[src/rtl/mem_loader_pkg.sv]
// Shared types and constants for the serial program loader.
package mem_loader_pkg;

  typedef enum logic [2:0] {
    S_IDLE   = 3'd0,
    S_LEN_HI = 3'd1,
    S_LEN_LO = 3'd2,
    S_DATA   = 3'd3,
    S_WRITE  = 3'd4,
    S_RUN    = 3'd5,
    S_ERR    = 3'd6
  } state_t;

  localparam int HDR_BYTES      = 2;
  localparam int BYTES_PER_WORD = 4;
  localparam int BCNT_W         = $clog2(BYTES_PER_WORD);

endpackage

[src/rtl/mem_loader_word_assembler.sv]
// Big-endian byte-to-word shift register with a byte position counter.
module word_assembler
  import mem_loader_pkg::*;
(
  input  logic        clk,
  input  logic        reset,
  input  logic        shift_en,
  input  logic        clear,
  input  logic [7:0]  byte_in,
  output logic [31:0] word,
  output logic        word_full
);

  logic [BCNT_W-1:0] bcnt;

  // Shift each accepted byte in from the bottom so the first byte lands in [31:24].
  // The counter wraps to 0 on the last byte, ready for the next word.
  always_ff @(posedge clk) begin
    if (reset || clear) begin
      word <= '0;
      bcnt <= '0;
    end else if (shift_en) begin
      word <= {word[23:0], byte_in};
      bcnt <= bcnt + BCNT_W'(1);
    end
  end

  // High while the next accepted byte completes the word.
  assign word_full = (bcnt == BCNT_W'(BYTES_PER_WORD - 1));

endmodule

[src/rtl/mem_loader.sv]
// Boot loader: takes a length-prefixed byte image, writes it into memory as
// 32-bit words, then releases the CPU from reset.
module mem_loader
  import mem_loader_pkg::*;
#(
  parameter int ADDR_W    = 10,
  parameter int BASE_WORD = 0,
  parameter int MAX_WORDS = 1024
) (
  input  logic              clk,
  input  logic              reset,
  input  logic              start,
  input  logic [7:0]        byte_in,
  input  logic              byte_valid,
  output logic              byte_ready,
  output logic              mem_we,
  output logic [ADDR_W-1:0] mem_addr,
  output logic [31:0]       mem_wdata,
  output logic              cpu_reset,
  output logic              busy,
  output logic              done,
  output logic              err,
  output logic [ADDR_W:0]   words_loaded,
  output logic [31:0]       checksum
);

  localparam logic [16:0] MAX_LEN = 17'(MAX_WORDS);

  state_t      state, state_nxt;
  logic        accept;
  logic [7:0]  len_hi;
  logic [15:0] len, idx, hdr_len;
  logic [31:0] word;
  logic        word_full;

  assign accept  = byte_valid & byte_ready;
  assign hdr_len = {len_hi, byte_in};

  word_assembler u_asm (
    .clk       (clk),
    .reset     (reset),
    .shift_en  (accept && (state == S_DATA)),
    .clear     (state == S_IDLE),
    .byte_in   (byte_in),
    .word      (word),
    .word_full (word_full)
  );

  // State register.
  always_ff @(posedge clk) begin
    if (reset) state <= S_IDLE;
    else       state <= state_nxt;
  end

  // Next-state logic; RUN and ERR only leave through reset.
  always_comb begin
    state_nxt = state;
    case (state)
      S_IDLE:   if (start) state_nxt = S_LEN_HI;
      S_LEN_HI: if (accept) state_nxt = S_LEN_LO;
      S_LEN_LO: if (accept) begin
                  if (hdr_len == 16'd0)             state_nxt = S_RUN;
                  else if ({1'b0, hdr_len} > MAX_LEN) state_nxt = S_ERR;
                  else                              state_nxt = S_DATA;
                end
      S_DATA:   if (accept && word_full) state_nxt = S_WRITE;
      S_WRITE:  state_nxt = (idx + 16'd1 == len) ? S_RUN : S_DATA;
      default:  state_nxt = state;
    endcase
  end

  // Header capture and per-word bookkeeping on the WRITE cycle.
  always_ff @(posedge clk) begin
    if (reset) begin
      len_hi       <= '0;
      len          <= '0;
      idx          <= '0;
      words_loaded <= '0;
      checksum     <= '0;
    end else begin
      if (state == S_LEN_HI && accept) len_hi <= byte_in;
      if (state == S_LEN_LO && accept) len    <= hdr_len;
      if (state == S_WRITE) begin
        idx          <= idx + 16'd1;
        words_loaded <= words_loaded + (ADDR_W+1)'(1);
        checksum     <= checksum ^ word;
      end
    end
  end

  // Moore outputs decoded from state.
  always_comb begin
    byte_ready = 1'b0;
    busy       = 1'b0;
    done       = 1'b0;
    err        = 1'b0;
    cpu_reset  = 1'b1;
    mem_we     = 1'b0;
    case (state)
      S_LEN_HI, S_LEN_LO, S_DATA: begin byte_ready = 1'b1; busy = 1'b1; end
      S_WRITE: begin busy = 1'b1; mem_we = 1'b1; end
      S_RUN:   begin done = 1'b1; cpu_reset = 1'b0; end
      S_ERR:   err = 1'b1;
      default: ;
    endcase
  end

  assign mem_addr  = ADDR_W'(BASE_WORD) + ADDR_W'(idx);
  assign mem_wdata = word;

endmodule
[config.mk]
export PLATFORM = sky130hd
export DESIGN_NAME = mem_loader
export DESIGN_NICKNAME = d
export VERILOG_FILES = /design/src/rtl/mem_loader_pkg.sv /design/src/rtl/mem_loader_word_assembler.sv /design/src/rtl/mem_loader.sv
export SDC_FILE = /design/constraint.sdc
export NUM_CORES = 1
export LEC_CHECK = 0
export CAP_MARGIN = 20
export CORE_MARGIN = 2
export CORE_UTILIZATION = 30
export DETAILED_ROUTE_END_ITERATION = 10
export GPL_ROUTABILITY_DRIVEN = 0
export MAX_ROUTING_LAYER = met4
export SLEW_MARGIN = 20
export SYNTH_ARGS = -nofsm -noshare
export SYNTH_HDL_FRONTEND = slang
export SYNTH_HIERARCHICAL = 1
export SYNTH_SLANG_ARGS = --single-unit
[constraint.sdc]
create_clock -name clk -period 2.5 [get_ports clk]
set_input_delay 0.5 -clock clk [delete_from_list [all_inputs] [get_ports clk]]
set_output_delay 0.5 -clock clk [all_outputs]
set_load 0.02 [all_outputs]
==> impl_metrics.py <==
metrics = {
    "pwr": {
        "p_leak_uw": 0.00247,
        "combPwrFrac_pct": 4.3,
        "p_switching_uw": 1060,
        "p_clk_share_pct": 52.4,
        "p_int_uw": 3420,
        "irDropWorstVdd_mv": 0.493,
        "powerDensity_nw_per_um2": 628,
        "seq_power_share_pct": 43.3,
        "sw_frac_of_total_pct": 23.6,
    },
    "clock_network": {
        "cts_max_path_buffers": 2,
        "clk_latency_ns": 0.42,
        "clockRootBuffer": "clkbuf_16",
        "ctsHoldBuffers": 0,
        "numCtsBuffers": 17,
        "ctsHtreeMaxLevel": 4,
        "cts_tree": "done",
        "clock_sinks": 120,
        "clkTransAtPathRegs_ns": 0.05,
    },
    "yosys": {
        "syn_inst": 610,
        "ys_seq_area_share_pct": 45.6,
        "synth-seq-cells": 120,
        "synthArstFlopShare_pct": 0,
        "syn_area_sq_um": 5270,
        "yosys_warnings": 6,
        "synth_edf_count": 0,
        "ys_dominant_reg_cell": "dfxtp_1",
        "ys_types": 51,
        "syn_nets": 625,
        "syn_area_per_cell_sq_um": 8.63,
    },
    "timing": {
        "tightest_slew_ns": 0.618,
        "slew_headroom_pct": 58.3,
        "max_freq_ghz": 0.418,
        "final-setup-viol-count": 0,
        "clock-skew-final_ns": 0.0118,
        "rsz0062_at_grt": "no",
        "post-route-period-util_pct": 95.7,
        "whs_ns": 0.466,
        "finalHoldViolations": 0,
        "finalMaxSlewViolations": 0,
        "tns_ns": 0,
        "fin_crit_ns": 2.39,
    },
    "placement": {
        "place_inst": 925,
        "dpl_cell_area_sq_um": 6540,
        "dp_hpwl_mm": 9.33,
        "io_buffers": 102,
    },
    "layout": {
        "fin_cells": 957,
        "utilization_pct": 41.4,
        "drive_gt1_share_pct": 10.7,
        "final_cell_mix": "dfxtp_1, nand2_1, clkdlybuf4s50_1",
        "syn_to_final_growth_pct": 35.4,
        "nNetsFinal": 734,
        "final_area_sq_um": 7130,
        "layout_commonest_cell": "dfxtp_1",
        "antenna-diode-count": 0,
    },
    "run_status": {
        "outcome": "complete, no violations",
    },
    "drt": {
        "drc": 0,
        "ant_nets": 0,
        "drt_iter0_markers": 282,
        "drt-wirelength-per-cell_um": 13.9,
        "routed_wl_mm": 13.3,
        "vias": 4297,
        "first_pass_iters": 4,
        "via_per_inst": 4.49,
    },
    "floorplanning": {
        "initial_core_util_pct": 30.6,
        "coreArea_sq_um": 17200,
        "dieHeight_um": 136,
        "num_io_pins": 103,
        "die_w_um": 136,
        "die_area_sq_um": 18600,
        "row_count": 48,
    },
    "grt": {
        "grt_max_degree": 45,
        "grt_usage_pct": 15.6,
        "grt_pass1_wl_mm": 21.7,
        "antenna_found_initial": 0,
        "gr-total-overflow": 0,
        "grt_pass1_vias": 4067,
    },
    "critical_path": {
        "crit_path_start_kind": "flip-flop",
        "cp_max_fo": 7,
        "cp-end-kind": "primary output",
        "required_ns": 2.00,
        "cp.arrival_ns": 1.89,
        "crit_type": "reg -> out",
    },
    "worst_hold_path": {
        "hp-class": "reg -> reg",
    },
    "run": {
        "drv_cap": 0,
    },
}
-- per-layer routing --
layer | share of wire [%] | vias up | global-route usage, %
met5 | 0 | - | -
met4 | 1.6 | 0 | 5.50
met3 | 5.6 | 14 | 4.78
met2 | 43 | 104 | 21.4
met1 | 49 | 1947 | 21.6
li1 | - | 2232 | -
-- metrics by stage --
stage	total power, uW	setup WS, ns
after floorplan	2100	0.117
after global placement	2170	0.191
after detailed placement	2170	0.0704
after CTS	4530	0.0379
after global routing	4640	0.0103
final	4480	0.108
-- synth_stat cells, drive strengths merged, types with 3 or more instances --
cell    instances  area (sq um)
nor4            9          62.6
inv             6          22.5
nor3           11          55.1
nand2         106           398
nor2           98           368
and3            4          26.3
or3            10          63.8
a31oi           3          18.8
nand3          10          60.1
xnor2          20           175
xor2           51           447
o21ai          14          70.1
buf            22           198
dfxtp         120          2400
nand4           7          65.1
mux2i          34           340
ha              3          37.5
clkbuf         22          82.6
a21oi          36           180
-- power by group through the flow --
stage | Sequential (uW) | Combinational [uW] | Clock [uW]
global route | 1940 | 210 | 2480
CTS | 1940 | 193 | 2400
finish | 1940 | 192 | 2350
global placement | 1980 | 192 | 0
floorplan | 1980 | 125 | 0
detailed placement | 1980 | 192 | 0
-- timing repair --
| item | 4_1_cts | 5_1_grt |
|---|---|---|
| setup endpoints to repair | 0 | 3 |
| setup buffers | 0 | 0 |
| gates resized for setup | 0 | 3 |
-- path summary, 6_finish.rpt --
check | slack, ns | cells past startpoint | endpoint | startpoint
min | 0.47 | 2 | len[0] | len[0]
min reg2reg | 0.47 | 2 | len[0] | len[0]
max | 0.11 | 4 | mem_we | state[1]
max reg2reg | 0.15 | 6 | state[1] | idx[13]
-- area by class of cell --
cell class / instances / area [sq um]
repair buffers: 134 / 1270
well taps: 225 / 282
inverters: 7 / 26.3
fillers: 1762 / 10100
clock inverters: 13 / 123
flip-flops and latches: 120 / 2400
multi-input cells: 439 / 2570
clock buffers: 19 / 453
-- sequential cells by signal, indices dropped and copies added (netlist names) --
register / flops
len_hi: 8
checksum: 32
state: 3
u_asm/bcnt: 2
u_asm/word: 32
idx: 16
len: 16
words_loaded: 11
-- logic make-up (layout without fill, tap and decap cells) --
group	Yosys count	in the layout	share of synthesized area (%)
AO/OA/AOI/OAI	66	66	7.20
adder cells (fa/ha/maj)	3	3	0.713
XOR/XNOR	71	71	11.8
AND/OR/NAND/NOR	264	264	22.2
flip-flops	120	120	45.6
multiplexers	35	35	6.68
buffers and inverters	51	173	5.82
-- critical path, stage by stage, from the launching register on --
cell             delay [ns]
dfxtp_1                0.40
nor2_1                 0.24
nand2_1                0.11
clkinv_1               0.07
clkdlybuf4s50_1        0.65
Power figures use the tool's default switching activity.
